### src/rtl/uart_pkg.sv
// Shared types for the UART receive path.
//   parity_e   : decoded parity setting (PAR_NONE / PAR_EVEN / PAR_ODD)
//   rx_state_e : receive FSM states, also exported on the engine debug port
//   rx_word_t  : one received character as stored in the RX FIFO
//   RX_WORD_W  : packed width of rx_word_t
package uart_pkg;

  localparam int RX_WORD_W = 11;

  typedef enum logic [1:0] {
    PAR_NONE = 2'd0,
    PAR_EVEN = 2'd1,
    PAR_ODD  = 2'd2
  } parity_e;

  typedef enum logic [2:0] {
    ST_IDLE   = 3'd0,
    ST_START  = 3'd1,
    ST_DATA   = 3'd2,
    ST_PARITY = 3'd3,
    ST_STOP1  = 3'd4,
    ST_STOP2  = 3'd5
  } rx_state_e;

  typedef struct packed {
    logic       brk;
    logic       frame_err;
    logic       parity_err;
    logic [7:0] data;
  } rx_word_t;

  // The 2-bit parity field has one spare code; it behaves as "no parity".
  function automatic parity_e decode_parity(input logic [1:0] mode);
    case (mode)
      2'd1:    return PAR_EVEN;
      2'd2:    return PAR_ODD;
      default: return PAR_NONE;
    endcase
  endfunction

endpackage

### src/rtl/uart_rx_engine_if.sv
// Received-character stream between the RX engine and its consumer
// (register read path or DMA).
//   m_valid : head entry present
//   m_data  : head entry {brk, frame_err, parity_err, data[7:0]}
//   m_ready : consumer takes the head entry
//
// Handshake: a transfer happens in every cycle where m_valid and m_ready are
// both high at the rising clock edge. The producer holds m_data stable while
// m_valid is high and no transfer has happened; the producer never waits for
// m_ready before raising m_valid, and m_ready may be high while m_valid is low
// (no transfer occurs then).
interface uart_rx_engine_if;
  import uart_pkg::*;

  logic                 m_valid;
  logic [RX_WORD_W-1:0] m_data;
  logic                 m_ready;

  modport master (output m_valid, output m_data, input m_ready);
  modport slave  (input m_valid, input m_data, output m_ready);

endinterface

### src/rtl/uart_sync_fifo.sv
// Single-clock first-word-fall-through FIFO shared by the UART RX and TX paths.
//   clk, rst   : clock, synchronous active-high reset
//   flush      : empties the FIFO; wins over push and pop in the same cycle
//   push       : write push_data (accepted if not full, or full with a pop)
//   pop        : remove the head entry (ignored when empty)
//   rd_data    : head entry, read combinationally from the registered memory
//   level      : current occupancy; level_next is the value it takes next edge
//   full/empty : occupancy flags
//   pop_acc    : a pop is really taking place this cycle
module uart_sync_fifo #(
  parameter int WIDTH = 8,
  parameter int DEPTH = 16
) (
  input  logic                   clk,
  input  logic                   rst,
  input  logic                   flush,
  input  logic                   push,
  input  logic [WIDTH-1:0]       push_data,
  input  logic                   pop,
  output logic [WIDTH-1:0]       rd_data,
  output logic [$clog2(DEPTH):0] level,
  output logic [$clog2(DEPTH):0] level_next,
  output logic                   full,
  output logic                   empty,
  output logic                   pop_acc
);

  localparam int AW = $clog2(DEPTH);
  localparam int LW = AW + 1;

  logic [WIDTH-1:0] mem [DEPTH];
  logic [AW-1:0]    wr_ptr;
  logic [AW-1:0]    rd_ptr;
  logic             push_acc;

  assign empty   = (level == '0);
  assign full    = (level == LW'(DEPTH));
  assign pop_acc = pop && !empty;
  // A full FIFO still takes a write when the head leaves in the same cycle.
  assign push_acc = push && (!full || pop_acc);
  assign rd_data  = mem[rd_ptr];

  always_comb begin
    level_next = level;
    if (flush) begin
      level_next = '0;
    end else begin
      case ({push_acc, pop_acc})
        2'b10:   level_next = level + LW'(1);
        2'b01:   level_next = level - LW'(1);
        default: level_next = level;
      endcase
    end
  end

  // Pointers wrap naturally because DEPTH is a power of two.
  always_ff @(posedge clk) begin
    if (rst || flush) begin
      wr_ptr <= '0;
      rd_ptr <= '0;
      level  <= '0;
    end else begin
      if (push_acc) wr_ptr <= wr_ptr + AW'(1);
      if (pop_acc)  rd_ptr <= rd_ptr + AW'(1);
      level <= level_next;
    end
  end

  always_ff @(posedge clk) begin
    if (push_acc && !flush) mem[wr_ptr] <= push_data;
  end

endmodule

### src/rtl/uart_rx_engine.sv
// Oversampling UART receiver with RX FIFO, threshold flag, idle timeout and
// sticky overrun.
//   clk, rst     : clock, synchronous active-high reset
//   rx_pin       : asynchronous serial input, idles high
//   enable       : receiver enable; dropping it abandons a frame in progress
//   baud_div     : clk cycles per oversample tick (0 behaves as 1)
//   data_bits    : 5 + value data bits
//   parity_mode  : 0 none, 1 even, 2 odd, 3 none
//   two_stop     : check a second stop bit
//   rx_thresh    : FIFO level threshold for thresh_hit (0 disables)
//   timeout_bits : idle timeout in bit times (0 disables)
//   flush        : empty the FIFO, clear rx_timeout and overrun
//   m_if         : received-word stream (master side)
//   fifo_level   : FIFO occupancy
//   thresh_hit   : fifo_level >= rx_thresh, rx_thresh non-zero (registered)
//   rx_timeout   : FIFO has data and the line has been idle long enough
//   overrun      : a completed frame found the FIFO full (sticky)
//   busy         : receive FSM not idle
//   dbg_state    : receive FSM state
module uart_rx_engine
  import uart_pkg::*;
#(
  parameter int FIFO_DEPTH = 16,
  parameter int OVERSAMPLE = 16,
  parameter int DIV_WIDTH  = 16,
  parameter int TMO_WIDTH  = 8
) (
  input  logic                        clk,
  input  logic                        rst,
  input  logic                        rx_pin,
  input  logic                        enable,
  input  logic [DIV_WIDTH-1:0]        baud_div,
  input  logic [1:0]                  data_bits,
  input  logic [1:0]                  parity_mode,
  input  logic                        two_stop,
  input  logic [$clog2(FIFO_DEPTH):0] rx_thresh,
  input  logic [TMO_WIDTH-1:0]        timeout_bits,
  input  logic                        flush,
  uart_rx_engine_if.master            m_if,
  output logic [$clog2(FIFO_DEPTH):0] fifo_level,
  output logic                        thresh_hit,
  output logic                        rx_timeout,
  output logic                        overrun,
  output logic                        busy,
  output rx_state_e                   dbg_state
);

  localparam int SCW = $clog2(OVERSAMPLE);
  localparam int LW  = $clog2(FIFO_DEPTH) + 1;
  // Start bit is confirmed half a bit after the edge; later bits one full
  // bit apart, which keeps every sample at mid-bit.
  localparam logic [SCW-1:0] SC_MID  = SCW'(OVERSAMPLE / 2 - 1);
  localparam logic [SCW-1:0] SC_LAST = SCW'(OVERSAMPLE - 1);

  // ---------------------------------------------------------------------
  // Input synchroniser and edge detect
  // ---------------------------------------------------------------------
  logic sync1, rxs, rxs_d;

  always_ff @(posedge clk) begin
    if (rst) begin
      sync1 <= 1'b1;
      rxs   <= 1'b1;
      rxs_d <= 1'b1;
    end else begin
      sync1 <= rx_pin;
      rxs   <= sync1;
      rxs_d <= rxs;
    end
  end

  // ---------------------------------------------------------------------
  // Oversample tick generator
  // ---------------------------------------------------------------------
  logic [DIV_WIDTH-1:0] div_reload, tick_cnt;
  logic                 tick;

  assign div_reload = (baud_div == '0) ? '0 : baud_div - DIV_WIDTH'(1);
  assign tick       = enable && (tick_cnt == '0);

  always_ff @(posedge clk) begin
    if (rst || !enable) begin
      tick_cnt <= div_reload;
    end else if (tick_cnt == '0) begin
      tick_cnt <= div_reload;
    end else begin
      tick_cnt <= tick_cnt - DIV_WIDTH'(1);
    end
  end

  // ---------------------------------------------------------------------
  // Receive FSM
  // ---------------------------------------------------------------------
  rx_state_e      state, state_n;
  logic [SCW-1:0] sc, sc_n, sc_adv;
  logic [2:0]     bit_idx, bit_idx_n, last_idx;
  logic [7:0]     shreg, shreg_n;
  logic           par_err_q, par_err_n;
  logic           frm_err_q, frm_err_n;
  logic           frm_final;
  logic           bit_mid;
  logic           par_en;
  logic           exp_par;
  parity_e        par_sel;
  logic           push;
  rx_word_t       push_word;

  assign par_sel  = decode_parity(parity_mode);
  assign par_en   = (par_sel != PAR_NONE);
  // Unused high bits of shreg stay 0, so a full-byte XOR is the data XOR.
  assign exp_par  = (par_sel == PAR_ODD) ? ~(^shreg) : ^shreg;
  assign last_idx = 3'(data_bits) + 3'd4;
  assign bit_mid  = tick && (sc == SC_LAST);
  assign sc_adv   = tick ? (bit_mid ? '0 : sc + SCW'(1)) : sc;

  always_ff @(posedge clk) begin
    if (rst) begin
      state     <= ST_IDLE;
      sc        <= '0;
      bit_idx   <= '0;
      shreg     <= '0;
      par_err_q <= 1'b0;
      frm_err_q <= 1'b0;
    end else begin
      state     <= state_n;
      sc        <= sc_n;
      bit_idx   <= bit_idx_n;
      shreg     <= shreg_n;
      par_err_q <= par_err_n;
      frm_err_q <= frm_err_n;
    end
  end

  always_comb begin
    state_n   = state;
    sc_n      = sc;
    bit_idx_n = bit_idx;
    shreg_n   = shreg;
    par_err_n = par_err_q;
    frm_err_n = frm_err_q;
    frm_final = frm_err_q;
    push      = 1'b0;
    if (!enable) begin
      state_n = ST_IDLE;
    end else begin
      case (state)
        ST_IDLE: begin
          if (rxs_d && !rxs) begin
            state_n   = ST_START;
            sc_n      = '0;
            bit_idx_n = '0;
            shreg_n   = '0;
            par_err_n = 1'b0;
            frm_err_n = 1'b0;
          end
        end
        ST_START: begin
          if (tick) begin
            if (sc == SC_MID) begin
              sc_n    = '0;
              state_n = rxs ? ST_IDLE : ST_DATA;
            end else begin
              sc_n = sc + SCW'(1);
            end
          end
        end
        ST_DATA: begin
          sc_n = sc_adv;
          if (bit_mid) begin
            shreg_n[bit_idx] = rxs;
            bit_idx_n        = bit_idx + 3'd1;
            if (bit_idx == last_idx) state_n = par_en ? ST_PARITY : ST_STOP1;
          end
        end
        ST_PARITY: begin
          sc_n = sc_adv;
          if (bit_mid) begin
            par_err_n = (rxs != exp_par);
            state_n   = ST_STOP1;
          end
        end
        ST_STOP1: begin
          sc_n = sc_adv;
          if (bit_mid) begin
            frm_err_n = !rxs;
            if (two_stop) begin
              state_n = ST_STOP2;
            end else begin
              frm_final = !rxs;
              push      = 1'b1;
              state_n   = ST_IDLE;
            end
          end
        end
        ST_STOP2: begin
          sc_n = sc_adv;
          if (bit_mid) begin
            frm_final = frm_err_q | !rxs;
            frm_err_n = frm_final;
            push      = 1'b1;
            state_n   = ST_IDLE;
          end
        end
        default: state_n = ST_IDLE;
      endcase
    end
    push_word.data       = shreg;
    push_word.parity_err = par_err_q;
    push_word.frame_err  = frm_final;
    push_word.brk        = frm_final && (shreg == 8'd0);
  end

  assign busy      = (state != ST_IDLE);
  assign dbg_state = state;

  // ---------------------------------------------------------------------
  // RX FIFO and stream output
  // ---------------------------------------------------------------------
  logic [RX_WORD_W-1:0] fifo_rd;
  logic [LW-1:0]        level_next;
  logic                 fifo_full, fifo_empty, pop_acc, push_drop;

  uart_sync_fifo #(
    .WIDTH (RX_WORD_W),
    .DEPTH (FIFO_DEPTH)
  ) u_fifo (
    .clk        (clk),
    .rst        (rst),
    .flush      (flush),
    .push       (push),
    .push_data  (push_word),
    .pop        (m_if.m_ready),
    .rd_data    (fifo_rd),
    .level      (fifo_level),
    .level_next (level_next),
    .full       (fifo_full),
    .empty      (fifo_empty),
    .pop_acc    (pop_acc)
  );

  // The memory is not reset; hide its contents while nothing is queued.
  assign m_if.m_valid = !fifo_empty;
  assign m_if.m_data  = fifo_empty ? '0 : fifo_rd;
  assign push_drop    = push && fifo_full && !pop_acc;

  always_ff @(posedge clk) begin
    if (rst || flush) begin
      overrun <= 1'b0;
    end else if (push_drop) begin
      overrun <= 1'b1;
    end
  end

  always_ff @(posedge clk) begin
    if (rst) begin
      thresh_hit <= 1'b0;
    end else begin
      thresh_hit <= (rx_thresh != '0) && (level_next >= rx_thresh);
    end
  end

  // ---------------------------------------------------------------------
  // Idle timeout: counts whole bit times while idle with data waiting
  // ---------------------------------------------------------------------
  logic [SCW-1:0]       bt_sc;
  logic [TMO_WIDTH-1:0] tmo_cnt;
  logic                 tmo_clr;

  assign tmo_clr = push || pop_acc || flush || (state != ST_IDLE);

  always_ff @(posedge clk) begin
    if (rst || tmo_clr) begin
      bt_sc   <= '0;
      tmo_cnt <= '0;
    end else if (!fifo_empty && tick) begin
      if (bt_sc == SC_LAST) begin
        bt_sc <= '0;
        if (tmo_cnt != '1) tmo_cnt <= tmo_cnt + TMO_WIDTH'(1);
      end else begin
        bt_sc <= bt_sc + SCW'(1);
      end
    end
  end

  always_ff @(posedge clk) begin
    if (rst || push || pop_acc || flush) begin
      rx_timeout <= 1'b0;
    end else if ((timeout_bits != '0) && (tmo_cnt >= timeout_bits)) begin
      rx_timeout <= 1'b1;
    end
  end

endmodule

### src/flat_wrapper.sv
// flat-port wrapper written by rule: the top's interface ports become plain ports
module uart_rx_engine_flat import uart_pkg::*;
#(
  parameter int FIFO_DEPTH = 16,
  parameter int OVERSAMPLE = 16,
  parameter int DIV_WIDTH  = 16,
  parameter int TMO_WIDTH  = 8
)
  (clk, rst, rx_pin, enable, baud_div, data_bits, parity_mode, two_stop, rx_thresh, timeout_bits, flush, fifo_level, thresh_hit, rx_timeout, overrun, busy, dbg_state, m_if_m_valid, m_if_m_data, m_if_m_ready);
  uart_rx_engine_if m_if_i ();
  input  logic clk;
  input  logic rst;
  input  logic rx_pin;
  input  logic enable;
  input  logic [DIV_WIDTH-1:0] baud_div;
  input  logic [1:0] data_bits;
  input  logic [1:0] parity_mode;
  input  logic two_stop;
  input  logic [$clog2(FIFO_DEPTH):0] rx_thresh;
  input  logic [TMO_WIDTH-1:0] timeout_bits;
  input  logic flush;
  output logic [$clog2(FIFO_DEPTH):0] fifo_level;
  output logic thresh_hit;
  output logic rx_timeout;
  output logic overrun;
  output logic busy;
  output rx_state_e dbg_state;
  output wire logic [$bits(m_if_i.m_valid)-1:0] m_if_m_valid;
  output wire logic [$bits(m_if_i.m_data)-1:0] m_if_m_data;
  input wire logic [$bits(m_if_i.m_ready)-1:0] m_if_m_ready;
  assign m_if_m_valid = m_if_i.m_valid;
  assign m_if_m_data = m_if_i.m_data;
  assign m_if_i.m_ready = m_if_m_ready;
  uart_rx_engine #(.FIFO_DEPTH(FIFO_DEPTH), .OVERSAMPLE(OVERSAMPLE), .DIV_WIDTH(DIV_WIDTH), .TMO_WIDTH(TMO_WIDTH)) u_core (.clk(clk), .rst(rst), .rx_pin(rx_pin), .enable(enable), .baud_div(baud_div), .data_bits(data_bits), .parity_mode(parity_mode), .two_stop(two_stop), .rx_thresh(rx_thresh), .timeout_bits(timeout_bits), .flush(flush), .m_if(m_if_i), .fifo_level(fifo_level), .thresh_hit(thresh_hit), .rx_timeout(rx_timeout), .overrun(overrun), .busy(busy), .dbg_state(dbg_state));
endmodule
### config.mk
export PLATFORM = sky130hd
export DESIGN_NAME = uart_rx_engine_flat
export DESIGN_NICKNAME = d
export VERILOG_FILES = /design/src/rtl/uart_pkg.sv /design/src/rtl/uart_rx_engine_if.sv /design/src/rtl/uart_sync_fifo.sv /design/src/rtl/uart_rx_engine.sv /design/src/flat_wrapper.sv
export SDC_FILE = /design/constraint.sdc
export NUM_CORES = 1
export LEC_CHECK = 0
export BUFFER_PORTS_ARGS = -buffer_cell sky130_fd_sc_hd__buf_2
export CAP_MARGIN = 30
export CORE_MARGIN = 1.5
export CORE_UTILIZATION = 45
export CTS_CLUSTER_SIZE = 30
export DETAILED_ROUTE_END_ITERATION = 10
export GPL_TIMING_DRIVEN = 0
export SLEW_MARGIN = 40
export SYNTH_ARGS = -nofsm -noshare
export SYNTH_HDL_FRONTEND = slang
export SYNTH_HIERARCHICAL = 1
export SYNTH_SLANG_ARGS = --single-unit
### constraint.sdc
create_clock -name clk -period 4.5 [get_ports clk]
set_input_delay 0.9 -clock clk [delete_from_list [all_inputs] [get_ports clk]]
set_output_delay 0.9 -clock clk [all_outputs]
set_load 0.05 [all_outputs]
==> flow_summary_export.csv, run 1 <==
group,metric,value,unit
layout,drive_gt1_frac,0.214,
synthesis,netlist_area,11400,µm²
layout,nets,1046,
min_path,min_from,"u_core/sync1",
sta,finalMaxSlewViolations,0,
power,vdd_drop_max,0.000241,V
job,cap_violations,0,
grt,grt_overflow_total,0,
grt,grt_pass1_vias,6957,
synthesis,synth_enable_flop_cells,176,
power,power_density,365,nW/µm²
floorplanning,die_x,162,µm
min_path,hp-class,"reg2reg",
placed_design,place_congestion,0.778,
layout,n_antenna_cell,0,
outcome,status,"finished, final reports clean",
sta,timing.fmax,242,MHz
layout,finish.utilization,0.525,
clock_tree,htree_levels,1,
clock_tree,worstSkewPairLatency,0.53,ns
sta,fin_setup_tns,0,ns
clock_tree,cts.clk_slew.worst_paths,0.06,ns
clock_tree,cts_sinks,247,
clock_tree,cts_inserted_buffers,26,
worst_setup_path,arrival,4.54,ns
power,total_power,4.78,mW
grt,antenna_found_initial,1,
sta,hold_viol,0,
grt,grt_max_degree,19,
worst_setup_path,crit_start,"u_core/tick_cnt[12]",
sta,fin_crit,4.13,ns
worst_setup_path,path_max_fanout,10,
floorplanning,pin_count,64,
detailed_routing,drt_iter0_drc,430,
grt,grtUsageTotal,0.187,
placed_design,place_worst_setup_slack,0.136,ns
sta,worst_pin_slew,0.830,ns
synthesis,syn_nets,948,
synthesis,synth_cell_types,61,
layout,design_area,13100,µm²
sta,finClkSkew,0.00806,ns
detailed_routing,wl_per_cell,18.2,µm
clock_tree,postCtsResizedCells,0,
detailed_routing,via_per_inst,5.40,
synthesis,synth_seq_area_share,0.589,
synthesis,synth_cells,874,
clock_tree,clockBufferDepth,3,
detailed_routing,wl,24.0,mm
synthesis,yosys_warnings,6,
worst_setup_path,cp.required,4.92,ns
synthesis,synth-seq-cells,247,
sta,period_share,0.917,
placed_design,hpwl,16.7,mm
detailed_routing,vias,7128,
sta,rsz0062_at_grt,"no",
placed_design,dpl-instance-area,12200,µm²
grt,grt_pass1_wl,37.8,mm
worst_setup_path,r2r-start,"u_core/tick_cnt[12]",
synthesis,synth.avg_cell_area,13.0,µm²
floorplanning,start_util,0.456,
sta,setup_viol,0,
detailed_routing,drc,0,
clock_tree,cts_hold_buf,0,
layout,area_growth,15.2,%
detailed_routing,firstDrtPassIters,4,
sta,setup_ws,0.375,ns
floorplanning,rows,58,
worst_setup_path,path_class,"reg2reg",
power,p_leak,4.83,nW
floorplanning,die_h,162,µm
floorplanning,die_area,26300,µm²
synthesis,synth_flop_cell,"edfxtp_1",
clock_tree,root_buffer,"clkbuf_16",
worst_setup_path,endpoint_kind,"flip-flop",
clock_tree,cts_tree,"done",
worst_setup_path,startpoint_type,"flip-flop",
placed_design,port-buffer-count,63,
sta,slew_headroom,0.446,
clock_tree,cts_setup_buffers,0,
floorplanning,coreArea,25000,µm²
detailed_routing,ant_nets,0,
synthesis,async_reset_ff_frac,0,
layout by cell type, fill, tap and decap left out, drive strengths merged, types with 29 or more instances in the layout:
master and count:
nor2 75, a21oi 30, buf 79, nor3 33, inv 38, ha 33, dfxtp 71, xor2 29
mux4 44, nand2 66, edfxtp 176, clkbuf 60
Yosys cell counts, types with 4 or more instances:
| cell type | instances | area [µm²] |
|---|---|---|
| xnor2_1 | 14 | 123 |
| o21ai_0 | 25 | 125 |
| mux2i_1 | 20 | 200 |
| nand3b_1 | 6 | 45.0 |
| nand2_1 | 66 | 248 |
| nor3b_1 | 8 | 60.1 |
| xor2_1 | 29 | 254 |
| dfxtp_1 | 71 | 1420 |
| nand3_1 | 18 | 90.1 |
| or3_1 | 4 | 25.0 |
| nor2b_1 | 19 | 119 |
| inv_1 | 37 | 139 |
| nor4_1 | 14 | 87.6 |
| mux4_2 | 44 | 991 |
| or4_1 | 4 | 30.0 |
| ha_1 | 33 | 413 |
| o21a_1 | 5 | 37.5 |
| o22ai_1 | 9 | 56.3 |
| and3_1 | 4 | 25.0 |
| clkbuf_1 | 27 | 101 |
| nor4b_2 | 4 | 60.1 |
| nand2b_1 | 13 | 81.3 |
| edfxtp_1 | 176 | 5290 |
| a21oi_1 | 30 | 150 |
| o211ai_1 | 5 | 37.5 |
| nor3_1 | 31 | 155 |
| nor2_1 | 74 | 278 |
| buf_2 | 7 | 35.0 |
| a22oi_1 | 23 | 173 |
cell type report:
| class | count | area (µm²) |
|---|---|---|
| Tap cell | 330 | 413 |
| Clock inverter | 14 | 126 |
| Sequential cell | 247 | 6710 |
| Multi-Input combinational cell | 552 | 4440 |
| Timing Repair Buffer | 70 | 360 |
| Inverter | 38 | 143 |
| Clock buffer | 32 | 769 |
| Buffer | 37 | 160 |
| Fill cell | 2195 | 11800 |
state kept, by name, indices dropped and copies added, names as in the netlist, 3 cells and up, named ones only:
name                  flops
u_core/u_fifo/mem       176
u_core/tick_cnt          16
u_core/shreg              8
u_core/tmo_cnt            8
u_core/u_fifo/level       5
u_core/bt_sc              4
u_core/sc                 4
u_core/u_fifo/rd_ptr      4
u_core/u_fifo/wr_ptr      4
u_core/bit_idx            3
u_core/dbg_state          3
routing by layer:
| metal | wire (µm) | GRT usage | vias up | share of wire |
|---|---|---|---|---|
| li1 | - | - | 3493 | - |
| met1 | 11000 | 0.257 | 3440 | 0.46 |
| met2 | 11500 | 0.316 | 163 | 0.48 |
| met3 | 1120 | 0.0255 | 30 | 0.047 |
| met4 | 384 | 0.0438 | 2 | 0.016 |
| met5 | 13 | 0 | - | 0.00054 |
cell families (layout without fill, tap and decap cells):
| kind of cell | count (synthesis) | in the layout | share of synthesized area |
|---|---|---|---|
| compound gates | 114 | 114 | 0.0649 |
| xor+xnor | 43 | 43 | 0.0331 |
| fa+ha+maj | 34 | 34 | 0.0380 |
| buf+inv | 75 | 191 | 0.0266 |
| flops | 247 | 247 | 0.589 |
| mux | 66 | 66 | 0.107 |
| simple gates | 295 | 295 | 0.141 |
final timing paths:
check,end,slack (ns),depth (start not counted)
max,u_core/thresh_hit,0.37,15
min reg2reg,u_core/rxs,0.41,1
min,u_core/rxs,0.41,1
max reg2reg,u_core/thresh_hit,0.37,15
metrics by stage:
step                      std cells  hold WS [ns]
after global placement         1267         0.393
after CTS                      1320         0.413
after floorplan                 874         0.389
after global routing           1320         0.431
after detailed placement       1274         0.397
final                          1320         0.412
worst max-delay path, cell delays in order, from the launching register on:
cell and delay (ns):
dfxtp_1 0.35, nor4_4 0.39, nand4b_2 0.26, nor4_2 0.42
buf_2 0.23, buf_2 0.17, nor2b_1 0.11, o21ai_4 0.09
inv_2 0.12, ha_1 0.34, o2bb2ai_1 0.35, mux2_2 0.39
nor4_1 0.31, ha_1 0.28, o21ai_0 0.15, a21oi_1 0.05
power breakdown:
group / switching (mW) / internal (mW) / leakage [nW]
sequential: 0.0230 / 2.42 / 2.41
clock: 0.865 / 1.32 / 0.446
combinational: 0.0846 / 0.0608 / 1.97
Power figures use the tool's default switching activity.
==> run 2: changes to the inputs <==
--- a/config.mk
+++ b/config.mk
@@ -5,6 +5,7 @@
 export SDC_FILE = /design/constraint.sdc
 export NUM_CORES = 1
 export LEC_CHECK = 0
+export ABC_AREA = 1
 export BUFFER_PORTS_ARGS = -buffer_cell sky130_fd_sc_hd__buf_2
 export CAP_MARGIN = 30
 export CORE_MARGIN = 1.5
@@ -15,5 +16,4 @@
 export SLEW_MARGIN = 40
 export SYNTH_ARGS = -nofsm -noshare
 export SYNTH_HDL_FRONTEND = slang
-export SYNTH_HIERARCHICAL = 1
 export SYNTH_SLANG_ARGS = --single-unit
==> run 2 against run 1 <==
Synthesized cell count is 31% higher. Sequential cell count did not move. Sequential share of layout area shrank 0.40 points. Non-clock buffer count is 2 lower. Total power grew 8.7%. Largest power group unchanged. Register-to-register slack better by 0.70 ns. Worst setup slack better by 0.25 ns. Clock power increased by 5%. Critical path type is now reg2out. Highest routed layer is now met4. Hold slack worse by 0.0040 ns. Utilization grew 0.11 points.
==> flow_summary_export.csv, run 2 <==
group,metric,value,unit
outcome,status,"finished, final reports clean",
job,cap_violations,0,
sta,finClkSkew,0.0182,ns
synthesis,synth_cells,1147,
worst_setup_path,arrival,2.97,ns
grt,grt_pass1_vias,8351,
power,total_power,5.20,mW
worst_setup_path,cp_cell_sequence,"inv_1 > clkbuf_1 > o21ai_0 > o22ai_1 > nor2_1 > nor2_1 > o21ai_0 > a21oi_1 > buf_2",
clock_tree,worstSkewPairLatency,0.55,ns
layout,regMostFlops,"u_core.u_fifo.mem",
layout,final_cell_mix,"179 x nor2_1, 176 x edfxtp_1, 120 x o21ai_0",
synthesis,async_reset_ff_frac,0,
sta,period_share,0.860,
sta,setup_viol,0,
floorplanning,die_h,163,µm
layout,largest_reg_flops,176,
clock_tree,cts_tree,"done",
worst_setup_path,ff2ff_path_depth,20,
worst_setup_path,r2r_slack,1.07,ns
min_path,hp-class,"reg2reg",
min_path,whs_path_depth,1,
worst_setup_path,cpPeakStageDelay,0.46,ns
clock_tree,root_buffer,"clkbuf_16",
worst_setup_path,cp.required,3.60,ns
synthesis,synth_enable_flop_cells,176,
floorplanning,rows,58,
detailed_routing,vias,8534,
detailed_routing,firstDrtPassIters,6,
synthesis,synth_seq_area_share,0.583,
detailed_routing,wl,28.5,mm
sta,timing.fmax,258,MHz
synthesis,synth_flop_cell,"edfxtp_1",
clock_tree,htree_levels,1,
detailed_routing,drc,0,
floorplanning,start_util,0.458,
synthesis,yosys_warnings,0,
layout,nets,1316,
clock_tree,clockBufferDepth,3,
detailed_routing,ant_nets,0,
synthesis,synth_cell_types,48,
clock_tree,cts_inserted_buffers,27,
grt,antenna_found_initial,0,
synthesis,ys_top_cells_by_count,"194 x nor2_1, 176 x edfxtp_1, 120 x o21ai_0",
placed_design,port-buffer-count,63,
placed_design,hpwl,19.9,mm
grt,grt_pass1_wl,44.4,mm
sta,fin_crit,3.87,ns
sta,hold_viol,0,
sta,rsz0062_at_grt,"no",
worst_setup_path,path_max_fanout,10,
min_path,min_from,"u_core.sync1",
synthesis,synth.avg_cell_area,10.0,µm²
clock_tree,postCtsResizedCells,0,
worst_setup_path,r2r-start,"u_core.u_fifo.level[2]",
layout,fill_cells,2304,
worst_setup_path,startpoint_type,"flip-flop",
grt,grt_overflow_total,0,
min_path,worstHoldEndpoint,"u_core.rxs",
clock_tree,cts_hold_buf,0,
floorplanning,pin_count,64,
synthesis,synth.most_common_cell,"nor2_1",
synthesis,netlist_area,11500,µm²
synthesis,synth-seq-cells,247,
synthesis,synth_top_cell_area_share,0.460,
synthesis,synth.area.top_cells,"edfxtp_1 46%, dfxtp_1 12%, nor2_1 6.3%, o21ai_0 5.2%, ha_1 3.7%",
clock_tree,cts_setup_buffers,0,
sta,slew_headroom,0.461,
worst_setup_path,reg2reg_to,"u_core.thresh_hit",
clock_tree,cts.clk_slew.worst_paths,0.06,ns
worst_setup_path,cp_slowest_cell,"clkbuf_1",
grt,grt_max_degree,18,
power,vdd_drop_max,0.000224,V
sta,worst_pin_slew,0.808,ns
layout,area_growth,15.0,%
floorplanning,coreArea,25100,µm²
synthesis,synth_top_area_cell,"edfxtp_1",
worst_setup_path,path_class,"reg2out",
floorplanning,die_x,163,µm
sta,fin_setup_tns,0,ns
power,p_leak,5.06,nW
detailed_routing,wl_per_cell,17.9,µm
synthesis,syn_nets,1222,
grt,grtUsageTotal,0.217,
detailed_routing,drt_iter0_drc,792,
sta,finalMaxSlewViolations,0,
power,power_density,393,nW/µm²
floorplanning,die_area,26500,µm²
layout,reg.largest.list,"u_core.u_fifo.mem: 176 flops, u_core.tick_cnt: 16 flops",
detailed_routing,via_per_inst,5.36,
layout,n_antenna_cell,0,
layout,final_common_cell,"nor2_1",
placed_design,place_congestion,0.862,
layout,drive_gt1_frac,0.143,
worst_setup_path,endpoint_kind,"primary output",
clock_tree,cts_sinks,247,
[run 2: cell types whose count changed in the layout (fill, tap and decap cells not counted), sizes merged, moves of 23 or more]
cell / previous run / this run
nor2: 75 / 209
o21ai: 28 / 127
inv: 38 / 106
nand2: 66 / 120
mux4: 44 / 0
nand3: 18 / 53
o221ai: 0 / 33
a22oi: 23 / 0
[run 2: cell type report]
cell class | count | area, µm² | share of cell area
Buffer | 40 | 174 | 0.0132
Clock buffer | 43 | 806 | 0.0610
Clock inverter | 7 | 125 | 0.00946
Inverter | 108 | 410 | 0.0310
Multi-Input combinational cell | 752 | 4250 | 0.322
Sequential cell | 247 | 6710 | 0.507
Tap cell | 330 | 413 | 0.0312
Timing Repair Buffer | 65 | 334 | 0.0253
[run 2: kinds of logic (layout without fill, tap and decap cells)]
group | after synthesis | in the layout | share of synthesized area
and+or+nand+nor | 435 | 435 | 0.173
DFF | 247 | 247 | 0.583
AOI/OAI and AO/OA | 243 | 243 | 0.125
buffers and inverters | 148 | 263 | 0.0508
xor gates and xnor gates | 39 | 39 | 0.0297
adders and majority gates | 35 | 35 | 0.0388
[run 2: power by group]
part           switching (mW)  internal, mW
Clock                   0.890          1.40
Combinational           0.270         0.123
Sequential             0.0439          2.47
[run 2: per-layer routing]
| metal | routed length, µm | track usage |
|---|---|---|
| met1 | 12400 | 0.281 |
| met3 | 1810 | 0.0318 |
| met4 | 919 | 0.0776 |
| met2 | 13400 | 0.370 |
| met5 | 0 | 0 |
[run 2: worst max path at each step]
| stage | slack, ns | to | cells after the start |
|---|---|---|---|
| finish | 0.63 | m_if_m_data[8] | 9 |
| global route | 0.48 | m_if_m_data[8] | 9 |
| CTS | 0.69 | m_if_m_data[8] | 9 |
| detailed placement | 1.02 | u_core.thresh_hit | 18 |
| global placement | 1.06 | u_core.thresh_hit | 18 |
| floorplan | 1.28 | u_core.thresh_hit | 19 |
[run 2: through the flow]
stage | cell area (µm²) | worst slack, ns | utilization | hold WS [ns] | instances
finish | 13200 | 0.629 | 0.527 | 0.408 | 1592
global route | 13200 | 0.484 | 0.527 | 0.432 | 1592
CTS | 13200 | 0.692 | 0.526 | 0.410 | 1591
detailed placement | 12300 | 1.02 | 0.489 | 0.395 | 1541
global placement | 12200 | 1.06 | 0.487 | 0.392 | 1540
floorplan | 11500 | 1.28 | - | 0.389 | 1147
[run 2: worst max-delay path: cells and delay by family (launching register included)]
kind	cells	cell delay [ns]
buf+inv	3	1.04
compound gates	4	0.77
flops	1	0.41
simple gates	2	0.23
